[src/rtl/sig_divider_if.sv]
// Purpose: start/done request bundle between an FPU divide sequencer and sig_divider.
// Ports: start/a/b flow from the requester; ready/done/quot/rem/div_by_zero come back from the divider.
// The master modport is the requester side and the slave modport is the divider side.
interface sig_divider_if #(
  parameter int WIDTH = 58
);
  logic             start;
  logic [WIDTH-1:0] a;
  logic [WIDTH-1:0] b;
  logic             ready;
  logic             done;
  logic [WIDTH-1:0] quot;
  logic [WIDTH-1:0] rem;
  logic             div_by_zero;

  modport master (
    output start, a, b,
    input  ready, done, quot, rem, div_by_zero
  );

  modport slave (
    input  start, a, b,
    output ready, done, quot, rem, div_by_zero
  );
endinterface

[src/rtl/sig_divider.sv]
// Purpose: iterative radix-2 restoring divider for unsigned significands (quot = a / b, rem = a % b).
// Latency: WIDTH cycles from the accepted start to done; 1 cycle when b == 0.
// Backpressure: start is only accepted while ready=1; starts in BUSY/DONE are dropped, so issue waits one idle cycle.
// Ports: clk, rst (async, active high), bus (slave side of sig_divider_if: start/a/b in, ready/done/quot/rem/div_by_zero out).
module sig_divider #(
  parameter int WIDTH = 58
) (
  input  logic         clk,
  input  logic         rst,
  sig_divider_if.slave bus
);

  localparam int CW = $clog2(WIDTH + 1);

  typedef enum logic [1:0] {
    IDLE,
    BUSY,
    DONE
  } state_t;

  state_t state, state_nxt;

  // The dividend register doubles as the quotient register: each iteration
  // shifts one dividend bit out of the MSB and one quotient bit into the LSB.
  logic [WIDTH-1:0] dvd;
  logic [WIDTH-1:0] dvs;
  logic [WIDTH:0]   r;
  logic [CW-1:0]    count;

  logic [WIDTH-1:0] quot_q;
  logic [WIDTH-1:0] rem_q;
  logic             dbz_q;

  // Shifted partial remainder, kept one bit wider than r so the borrow of the
  // trial subtraction is the comparison result. Since r < b holds after every
  // iteration, the top bits of t and of r are always zero.
  logic [WIDTH+1:0] t;
  logic [WIDTH+1:0] diff;
  logic             ge;
  logic [WIDTH:0]   r_nxt;
  logic             b_zero;
  logic             last;

  always_comb begin
    t      = {r, dvd[WIDTH-1]};
    diff   = t - {2'b00, dvs};
    ge     = ~diff[WIDTH+1];
    r_nxt  = ge ? diff[WIDTH:0] : t[WIDTH:0];
    b_zero = (dvs == '0);
    last   = (count == CW'(WIDTH - 1));
  end

  always_ff @(posedge clk or posedge rst) begin
    if (rst) begin
      state <= IDLE;
    end else begin
      state <= state_nxt;
    end
  end

  always_comb begin
    state_nxt = state;
    case (state)
      IDLE:    if (bus.start) state_nxt = BUSY;
      BUSY:    if (b_zero || last) state_nxt = DONE;
      DONE:    state_nxt = IDLE;
      default: state_nxt = IDLE;
    endcase
  end

  always_ff @(posedge clk or posedge rst) begin
    if (rst) begin
      dvd    <= '0;
      dvs    <= '0;
      r      <= '0;
      count  <= '0;
      quot_q <= '0;
      rem_q  <= '0;
      dbz_q  <= 1'b0;
    end else begin
      case (state)
        IDLE: begin
          if (bus.start) begin
            dvd   <= bus.a;
            dvs   <= bus.b;
            r     <= '0;
            count <= '0;
          end
        end
        BUSY: begin
          if (b_zero) begin
            // No iterations ran, so dvd still holds the captured dividend.
            quot_q <= '1;
            rem_q  <= dvd;
            dbz_q  <= 1'b1;
          end else begin
            dvd   <= {dvd[WIDTH-2:0], ge};
            r     <= r_nxt;
            count <= count + CW'(1);
            if (last) begin
              quot_q <= {dvd[WIDTH-2:0], ge};
              rem_q  <= r_nxt[WIDTH-1:0];
              dbz_q  <= 1'b0;
            end
          end
        end
        default: ;
      endcase
    end
  end

  assign bus.ready       = (state == IDLE);
  assign bus.done        = (state == DONE);
  assign bus.quot        = quot_q;
  assign bus.rem         = rem_q;
  assign bus.div_by_zero = dbz_q;

endmodule

[src/flat_wrapper.sv]
// flat-port wrapper written by rule: the top's interface ports become plain ports
module sig_divider_flat 
#(
  parameter int WIDTH = 58
)
  (clk, rst, bus_start, bus_a, bus_b, bus_ready, bus_done, bus_quot, bus_rem, bus_div_by_zero);
  sig_divider_if #(.WIDTH(WIDTH)) bus_i ();
  input  logic clk;
  input  logic rst;
  input wire logic [$bits(bus_i.start)-1:0] bus_start;
  input wire logic [$bits(bus_i.a)-1:0] bus_a;
  input wire logic [$bits(bus_i.b)-1:0] bus_b;
  output wire logic [$bits(bus_i.ready)-1:0] bus_ready;
  output wire logic [$bits(bus_i.done)-1:0] bus_done;
  output wire logic [$bits(bus_i.quot)-1:0] bus_quot;
  output wire logic [$bits(bus_i.rem)-1:0] bus_rem;
  output wire logic [$bits(bus_i.div_by_zero)-1:0] bus_div_by_zero;
  assign bus_i.start = bus_start;
  assign bus_i.a = bus_a;
  assign bus_i.b = bus_b;
  assign bus_ready = bus_i.ready;
  assign bus_done = bus_i.done;
  assign bus_quot = bus_i.quot;
  assign bus_rem = bus_i.rem;
  assign bus_div_by_zero = bus_i.div_by_zero;
  sig_divider #(.WIDTH(WIDTH)) u_core (.clk(clk), .rst(rst), .bus(bus_i));
endmodule
[config.mk]
export PLATFORM = sky130hd
export DESIGN_NAME = sig_divider_flat
export DESIGN_NICKNAME = d
export VERILOG_FILES = /design/src/rtl/sig_divider_if.sv /design/src/rtl/sig_divider.sv /design/src/flat_wrapper.sv
export SDC_FILE = /design/constraint.sdc
export NUM_CORES = 1
export LEC_CHECK = 0
export CORE_ASPECT_RATIO = 2
export CORE_MARGIN = 3
export CORE_UTILIZATION = 45
export DETAILED_ROUTE_END_ITERATION = 8
export PLACE_DENSITY = 0.7
export SKIP_LAST_GASP = 1
export SYNTH_ARGS = -nofsm -noshare
export SYNTH_HDL_FRONTEND = slang
export SYNTH_SLANG_ARGS = --single-unit
export TNS_END_PERCENT = 10
[constraint.sdc]
create_clock -name clk -period 24.7 [get_ports clk]
set_input_delay 4.94 -clock clk [delete_from_list [all_inputs] [get_ports clk]]
set_output_delay 4.94 -clock clk [all_outputs]
set_load 0.005 [all_outputs]
==> flow_metrics.tcl, run 1 <==
set metrics [dict create \
    top_usage_layer "met2" \
    grt_max_degree 118 \
    status "finished, final reports clean" \
    crit_chain "nor2_1, clkdlybuf4s50_1" \
    synth_simple_gate_area_share_pct 20.0 \
    postRouteWirelength_um 54500 \
    slowest_delay_ns 0.59 \
    switchingPower_mw 1.37 \
    synth_xor_xnor_area_share_pct 2.86 \
    cts_setup_buffers 0 \
    worstHoldStart "u_core.bus.rem[13]" \
    p_comb_share_pct 56.7 \
    yosys_warnings 0 \
    placed_area_mm2 0.0194 \
    dieHeight_um 280 \
    tns_ns 0 \
    rows 99 \
    synth_compound_area_share_pct 19.7 \
    p_int_mw 1.51 \
    p_per_area_mw_per_mm2 142 \
    fp.dieArea_mm2 0.0400 \
    final_nets 2326 \
    synthArstFlopShare_pct 100 \
    synthMuxAreaShare_pct 2.88 \
    peakVddDrop_mv 0.0759 \
    synth_common_cells "nand2_1 (392), dfrtp_1 (300), o21ai_0 (166)" \
    antenna_found_initial 0 \
    root_buffer "clkbuf_16" \
    drive_gt1_share_pct 4.16 \
    ant_nets 0 \
    clkPwrFrac_pct 15.7 \
    ys.flop_type "dfrtp_1" \
    crit_start "u_core.state[1]" \
    tritoncts "yes" \
    path_max_fanout 4 \
    die_w_um 143 \
    finClkSkew_ns 0.0264 \
    synthCells 2000 \
    syn-cell-area_mm2 0.0169 \
    wl_per_cell_um 20.8 \
    ctsHtreeMaxLevel 1 \
    cp-start-kind "flip-flop" \
    port_buffers 237 \
    finalHoldViolations 0 \
    clock_latency_ns 0.58 \
    fin_area_mm2 0.0203 \
    synthAdderAreaFrac_pct 4.57 \
    ys_seq_elements 300 \
    seq_power_share_pct 27.6 \
    post_cts_resized 0 \
    critical_path_class "flip-flop to primary output" \
    period_share_pct 28.0 \
    maxSlewHeadroom_pct 15.2 \
    grt_pass1_vias 15200 \
    synth_top_family_by_area "simple AND/OR/NAND/NOR gates" \
    grt_pass1_wl_um 84600 \
    final-setup-viol-count 0 \
    synth_top_area_share_pct 44.5 \
    core_area_mm2 0.0368 \
    yosys-top-cells-area "dfrtp_1 (45%), nand2_1 (8.7%), o21ai_0 (4.9%)" \
    critPathRequiredTime_ns 19.76 \
    rsz0062_at_grt "no" \
    switching_share_pct 47.6 \
    use_met3_pct 2.61 \
    path_clk_slew_ns 0.07 \
    synth_top_area_cell "dfrtp_1" \
    fin_crit_ns 6.91 \
    met1_usage_pct 32.0 \
    clk_path_buf_depth 3 \
    cp_data_arrival_time_ns 1.97 \
    max_freq_mhz 145 \
    postCtsHoldBufs 0 \
    drc 0 \
    worstMarginPinSlew_ns 1.27 \
    end_kind "primary output" \
    slew_viol_final 0 \
    grt.met2_usage_pct 47.2 \
    total_leakage_power_nw 9.10 \
    num_antenna_cells 0 \
    clock-sinks 300 \
    via_per_inst 5.84 \
    synth_most_common_cell "nand2_1" \
    track_usage_pct 26.8 \
    syn_area_per_cell_um2 8.43 \
    seq_area_frac_synth_pct 44.5 \
    dr.pass1.iters 6 \
    syn_nets 2180 \
    cp.buffers_inverters 1 \
    cap_violations 0 \
    num-fill-cells 3431 \
    synth-edff-count 0 \
    synth.distinct_cells 69 \
    place_hpwl_um 41100 \
    start_util_pct 45.8 \
    syn_to_final_growth_pct 20.7 \
    drt-initial-drc-count 1020 \
    grt.overflow.total 0 \
    num_vias 15300 \
    slowest_stage "clkdlybuf4s50_1" \
    path_delay_family "buffers and inverters" \
    boundaryPins 238 \
    min_path_type "flip-flop to flip-flop" \
    place_congestion 0.946 \
    numCtsBuffers 28 \
    reg2reg_from "u_core.dvs[46]" \
]
==> placed cells by master (no fill, tap or decap), types with 4 or more instances in the layout <==
| cell type | instances |
|---|---|
| ha_1 | 60 |
| clkbuf_8 | 9 |
| mux2i_1 | 44 |
| o211ai_1 | 14 |
| dfrtp_1 | 300 |
| mux2_2 | 4 |
| buf_4 | 16 |
| a221oi_1 | 5 |
| nor3_1 | 20 |
| or3_1 | 7 |
| a221o_1 | 6 |
| nor2_1 | 141 |
| clkbuf_16 | 28 |
| xnor2_1 | 35 |
| nand2_2 | 4 |
| o21ai_0 | 166 |
| nor4_1 | 17 |
| a31oi_1 | 76 |
| a211oi_1 | 33 |
| nand2_1 | 387 |
| nand3_1 | 123 |
| o21ai_1 | 10 |
| xor2_1 | 20 |
| clkdlybuf4s50_1 | 237 |
| a21o_1 | 53 |
| nand2b_1 | 10 |
| and3_1 | 11 |
| inv_1 | 85 |
| o31ai_1 | 8 |
| nand4_1 | 29 |
| a21oi_1 | 111 |
| o21bai_1 | 16 |
==> power by group through the flow <==
| stage | clock network [mW] | logic [mW] | registers [mW] |
|---|---|---|---|
| global placement | 0 | 1.59 | 0.797 |
| global route | 0.479 | 1.81 | 0.814 |
| CTS | 0.461 | 1.62 | 0.794 |
| floorplan | 0 | 1.20 | 0.746 |
| finish | 0.453 | 1.64 | 0.796 |
| detailed placement | 0 | 1.62 | 0.801 |
==> flip-flops by register name (all words and copies together), names as in the netlist <==
name / count
u_core.dvd: 58
u_core.dvs: 58
u_core.bus.rem: 58
u_core.bus.div_by_zero: 1
u_core.bus.quot: 58
u_core.r: 59
u_core.count: 6
u_core.state: 2
==> metal layers <==
metal	wire length [um]	part of all wire (%)	vias to the layer above
met1	21300	39	7399
met2	27600	51	461
met3	2310	4.2	134
met4	3230	5.9	0
li1	-	-	7287
met5	0	0	-
==> stage by stage <==
step	hold WS (ns)	util [%]	setup WS [ns]	cells	power, mW
final	0.476	55.3	17.79	2615	2.89
after global routing	0.498	55.3	17.75	2615	3.10
after CTS	0.482	55.3	17.78	2615	2.88
after detailed placement	0.464	52.7	17.46	2570	2.42
after global placement	0.460	52.7	17.45	2570	2.39
after floorplan	0.471	-	11.47	2000	1.94
==> kinds of logic (layout without fill, tap and decap cells) <==
family | after synthesis | after routing
buffers and inverters | 223 | 384
muxes | 48 | 48
xor gates and xnor gates | 55 | 55
and+or+nand+nor | 775 | 775
AOI/OAI and AO/OA | 538 | 538
DFF | 300 | 300
adders and majority gates | 61 | 61
==> worst paths after layout <==
check                                 endpoint  slack [ns]  cells after the start
hold reg to reg             u_core.bus.rem[13]        0.48                      1
hold / removal              u_core.bus.rem[13]        0.48                      1
max in group asynchronous  u_core.bus.quot[12]       18.44                      3
min in group asynchronous  u_core.bus.quot[40]        4.85                      2
setup reg to reg            u_core.bus.rem[38]       19.67                     13
setup / recovery                     bus_ready       17.79                      2
==> area by class of cell <==
class                           count  area, um^2  area share [%]
Clock inverter                      5         111           0.547
Tap cell                          454         568            2.79
Inverter                           86         330            1.62
Clock buffer                       40         836            4.11
Timing Repair Buffer              253        2490            12.3
Sequential cell                   300        7510            36.9
Multi-Input combinational cell   1477        8490            41.8
Note: power is estimated with default switching activity, not from simulation.
==> run 2: changes to the inputs <==
==> constraint.sdc (replaced) <==
create_clock -name clk -period 6.7 [get_ports clk]
set_input_delay 1.34 -clock clk [delete_from_list [all_inputs] [get_ports clk]]
set_output_delay 1.34 -clock clk [all_outputs]
set_load 0.005 [all_outputs]
==> flow_metrics.tcl, run 2 (synthesis gave the netlist of run 1 again) <==
set metrics [dict create \
    num-fill-cells 3443 \
    maxSlewHeadroom_pct 24.1 \
    end_kind "flip-flop" \
    ant_nets 0 \
    antenna_found_initial 0 \
    postRouteWirelength_um 57500 \
    root_buffer "clkbuf_16" \
    drive_gt1_share_pct 4.47 \
    final-setup-viol-count 0 \
    drc 0 \
    finalHoldViolations 0 \
    clock-sinks 300 \
    timing.hold.ws_ns 0.476 \
    slowest_delay_ns 0.75 \
    slowest_stage "nor2_8" \
    cp_data_arrival_time_ns 5.21 \
    max_freq_mhz 210 \
    core_area_mm2 0.0368 \
    final_nets 2329 \
    clock_latency_ns 0.57 \
    place_hpwl_um 43400 \
    cap_violations 0 \
    fin_crit_ns 4.76 \
    ctsHtreeMaxLevel 1 \
    tns_ns 0 \
    wl_per_cell_um 21.9 \
    largest_reg_flops 59 \
    fp.dieArea_mm2 0.0400 \
    place_congestion 0.946 \
    p_per_area_mw_per_mm2 527 \
    finClkSkew_ns 0.0231 \
    boundaryPins 238 \
    pre_cts_slack_ns 1.98 \
    fin_ws_ns 1.94 \
    min_path_type "flip-flop to flip-flop" \
    status "finished, final reports clean" \
    postCtsHoldBufs 0 \
    dieHeight_um 280 \
    via_per_inst 5.90 \
    grt_pass1_wl_um 88700 \
    tritoncts "yes" \
    path_delay_family "simple AND/OR/NAND/NOR gates" \
    seq_power_share_pct 27.6 \
    peakVddDrop_mv 0.283 \
    clkPwrFrac_pct 15.7 \
    track_usage_pct 28.4 \
    clk_path_buf_depth 3 \
    rsz0062_at_grt "no" \
    grt_pass1_vias 15500 \
    start_util_pct 45.8 \
    die_w_um 143 \
    num_antenna_cells 0 \
    worstMarginPinSlew_ns 1.14 \
    p_int_mw 5.57 \
    cts_setup_buffers 0 \
    cp-start-kind "flip-flop" \
    syn_to_final_growth_pct 20.9 \
    drt-initial-drc-count 1054 \
    path_clk_slew_ns 0.07 \
    critical_path_class "flip-flop to flip-flop" \
    period_share_pct 71.1 \
    p_comb_share_pct 56.7 \
    grt.overflow.total 0 \
    crit_chain "inv_1, ha_1, nand4_1, or4_1, nor4_2, and4_1, a41oi_2, and3b_1, nor2_8, buf_4, mux2i_1, a211oi_1, a21o_1" \
    critPathRequiredTime_ns 7.15 \
    port_buffers 237 \
    dr.pass1.iters 6 \
    numCtsBuffers 27 \
    grt_max_degree 155 \
    rows 99 \
    path_max_fanout 47 \
    cp.buffers_inverters 2 \
    final_common_cell "nand2_1" \
    regMostFlops "u_core.r" \
    num_vias 15500 \
    layout_common_cells "nand2_1 (387), dfrtp_1 (300), clkdlybuf4s50_1 (237)" \
    switchingPower_mw 5.17 \
    slew_viol_final 0 \
    total_leakage_power_nw 9.11 \
    switching_share_pct 48.2 \
    post_cts_resized 0 \
]
-- run 2: changes by cell type in the layout (fill, tap and decap cells not counted), moves of 2 or more --
cell | before | now
clkinvlp_4 | 0 | 5
buf_4 | 16 | 18
buf_12 | 0 | 2
clkbuf_8 | 9 | 5
clkinv_2 | 1 | 3
-- run 2: routing by layer --
metal	GRT usage, %	vias to the layer above	wire [um]
met1	34.4	7496	21900
met4	16.6	0	3940
met5	0	-	0
met3	2.58	144	2740
met2	48.6	553	28900
li1	-	7288	-
-- run 2: metrics by stage --
| stage | power (mW) | utilization (%) | cell area (um^2) | std cells |
|---|---|---|---|---|
| floorplan | 7.17 | - | 16900 | 2000 |
| global placement | 8.89 | 52.8 | 19400 | 2574 |
| detailed placement | 9.01 | 52.8 | 19400 | 2574 |
| CTS | 10.7 | 55.4 | 20400 | 2623 |
| global route | 11.5 | 55.4 | 20400 | 2623 |
| finish | 10.7 | 55.4 | 20400 | 2623 |
-- run 2: area by class of cell --
cell class,instances,area [um^2],share of cell area (%)
tap,454,568,2.79
clock inverter,13,183,0.896
timing repair buffer,257,2550,12.5
sequential,300,7510,36.8
clock buffer,36,759,3.73
multi-input combinational,1477,8490,41.7
inverter,86,327,1.60
-- run 2: worst paths after layout --
check | depth (start not counted) | start | slack (ns) | end
worst max register to register | 13 | u_core.dvs[46] | 1.94 | u_core.bus.rem[13]
max in group asynchronous | 3 | rst | 4.31 | u_core.dvs[26]
worst max-delay path | 13 | u_core.dvs[46] | 1.94 | u_core.bus.rem[13]
min in group asynchronous | 2 | rst | 1.17 | u_core.dvd[46]
worst min register to register | 1 | u_core.bus.rem[21] | 0.48 | u_core.bus.rem[21]
worst min-delay path | 1 | u_core.bus.rem[21] | 0.48 | u_core.bus.rem[21]
-- run 2: worst register-to-register path, stage by stage, from the launching register on --
cell and delay, ns:
dfrtp_1 0.36, inv_1 0.06, ha_1 0.43, nand4_1 0.22, or4_1 0.53, nor4_2 0.39, and4_1 0.32, a41oi_2 0.14
and3b_1 0.33, nor2_8 0.75, buf_4 0.49, mux2i_1 0.32, a211oi_1 0.11, a21o_1 0.20
-- run 2: power groups by stage --
stage / sequential [mW] / clock [mW] / combinational (mW)
floorplan: 2.75 / 0 / 4.42
global placement: 2.95 / 0 / 5.93
detailed placement: 2.98 / 0 / 6.04
CTS: 2.95 / 1.70 / 6.06
global route: 3.02 / 1.77 / 6.69
finish: 2.97 / 1.68 / 6.10
==> run 3: changes to the inputs <==
--- a/config.mk
+++ b/config.mk
@@ -9,7 +9,7 @@
 export CORE_MARGIN = 3
 export CORE_UTILIZATION = 45
 export DETAILED_ROUTE_END_ITERATION = 8
-export PLACE_DENSITY = 0.7
+export PLACE_DENSITY = 0.72
 export SKIP_LAST_GASP = 1
 export SYNTH_ARGS = -nofsm -noshare
 export SYNTH_HDL_FRONTEND = slang
==> constraint.sdc (replaced) <==
create_clock -name clk -period 4.35 [get_ports clk]
set_input_delay 0.87 -clock clk [delete_from_list [all_inputs] [get_ports clk]]
set_output_delay 0.87 -clock clk [all_outputs]
set_load 0.005 [all_outputs]
==> flow_metrics.tcl, run 3 (synthesis gave the netlist of run 1 again) <==
set metrics [dict create \
    status "finished, final reports clean" \
    postRouteWirelength_um 58200 \
    maxSlewHeadroom_pct 28.3 \
    antenna_found_initial 0 \
    finClkSkew_ns 0.0181 \
    dr.pass1.iters 5 \
    crit_chain "ha_1, nand4_1, or4_1, nor4_2, and4_1, a41oi_2, and3b_1, nor2_8, buf_12, mux2i_1, buf_4, o21ai_0" \
    place_hpwl_um 45100 \
    regMostFlops "u_core.r" \
    worstMarginPinSlew_ns 1.07 \
    final_common_cell "nand2_1" \
    critPathRequiredTime_ns 4.75 \
    postCtsHoldBufs 0 \
    grt_max_degree 76 \
    cts_setup_buffers 0 \
    path_clk_slew_ns 0.07 \
    final-setup-viol-count 0 \
    numCtsBuffers 28 \
    place_congestion 0.972 \
    largest_reg_flops 59 \
    finalHoldViolations 0 \
    fin_crit_ns 4.16 \
    p_total_mw 16.9 \
    root_buffer "clkbuf_16" \
    ctsHtreeMaxLevel 1 \
    syn_to_final_growth_pct 23.0 \
    placed_area_mm2 0.0198 \
    post_cts_resized 0 \
    timing.hold.ws_ns 0.475 \
    clock-sinks 300 \
    num_vias 15800 \
    clk_path_buf_depth 3 \
    slew_viol_final 0 \
    drive_gt1_share_pct 5.77 \
    die_w_um 143 \
    layout_common_cells "nand2_1 (387), dfrtp_1 (300), clkdlybuf4s50_1 (237)" \
    rsz0062_at_grt "no" \
    peakVddDrop_mv 0.410 \
    via_per_inst 5.93 \
    path_max_fanout 37 \
    tritoncts "yes" \
    pre_cts_slack_ns 0.268 \
    track_usage_pct 28.6 \
    start_util_pct 45.8 \
    max_freq_mhz 240 \
    cp_data_arrival_time_ns 4.56 \
    critical_path_class "flip-flop to flip-flop" \
    drc 0 \
    slowest_delay_ns 0.53 \
    boundaryPins 238 \
    final_nets 2363 \
    drt-initial-drc-count 943 \
    core_area_mm2 0.0368 \
    wl_per_cell_um 21.9 \
    clock_latency_ns 0.57 \
    grt_pass1_wl_um 89700 \
    slowest_stage "or4_1" \
    dieHeight_um 280 \
    min_path_type "flip-flop to flip-flop" \
    cp-start-kind "flip-flop" \
    ant_nets 0 \
    grt.overflow.total 0 \
    fp.dieArea_mm2 0.0400 \
    end_kind "flip-flop" \
    total_leakage_power_nw 9.30 \
    p_per_area_mw_per_mm2 815 \
    cap_violations 0 \
    fin_area_mm2 0.0207 \
    num_antenna_cells 0 \
    dpl.cell_count 2607 \
    period_share_pct 95.6 \
    fin_ws_ns 0.191 \
    port_buffers 237 \
    rows 99 \
    fin_cells 2655 \
    grt_pass1_vias 15700 \
]
==> run 3: changes by cell type in the layout (fill, tap and decap cells not counted), sizes merged <==
cell / previous run / this run
buf: 20 / 53
clkbuf: 36 / 42
bufinv: 4 / 2
clkinv: 4 / 2
clkinvlp: 5 / 3
inv: 86 / 85
==> run 3: path summary, 6_finish.rpt <==
| check | start | end | slack (ns) | cells past startpoint |
|---|---|---|---|---|
| worst min register to register | u_core.bus.div_by_zero | u_core.bus.div_by_zero | 0.47 | 2 |
| worst max-delay path | u_core.r[45] | u_core.r[26] | 0.19 | 12 |
| min in group asynchronous | rst | u_core.bus.quot[52] | 0.88 | 2 |
| worst min-delay path | u_core.bus.div_by_zero | u_core.bus.div_by_zero | 0.47 | 2 |
| worst max register to register | u_core.r[45] | u_core.r[26] | 0.19 | 12 |
| max in group asynchronous | rst | u_core.bus.quot[8] | 2.54 | 3 |
==> run 3: area by class of cell <==
| type | instances | area, um^2 |
|---|---|---|
| sequential | 300 | 7510 |
| clock inverter | 6 | 92.6 |
| inverter | 86 | 327 |
| tap | 454 | 568 |
| clock buffer | 42 | 845 |
| timing repair buffer | 290 | 2910 |
| fill | 3413 | 16000 |
| multi-input combinational | 1477 | 8490 |
==> run 3: critical path: cells and delay by family (launching register included) <==
family                     cells  cell delay (ns)
and+or+nand+nor                6             1.94
AOI/OAI and AO/OA              2             0.63
buffers and inverters          2             0.44
adders and majority gates      1             0.44
DFF                            1             0.40
muxes                          1             0.12
==> run 3: metrics by stage <==
step / TNS (ns) / util [%]
6_report: 0 / 56.4
5_1_grt: 0 / 56.4
4_1_cts: 0 / 56.4
3_5_place_dp: 0 / 53.8
3_3_place_gp: 0 / 53.8
2_1_floorplan: -152.12 / -
==> run 3: where the power goes <==
group          switching (mW)  leakage [nW]  internal [mW]
Sequential              0.920          3.59           3.68
Clock                    1.11         0.452           1.45
Combinational            6.05          5.26           3.69
Total                    8.08          9.30           8.82
==> run 3: routing by layer <==
metal	routed length [um]	vias up	global-route usage (%)
li1	-	7351	-
met1	22300	7670	35.0
met2	29200	571	49.0
met3	2820	159	2.46
met4	3930	0	15.8
met5	0	-	0
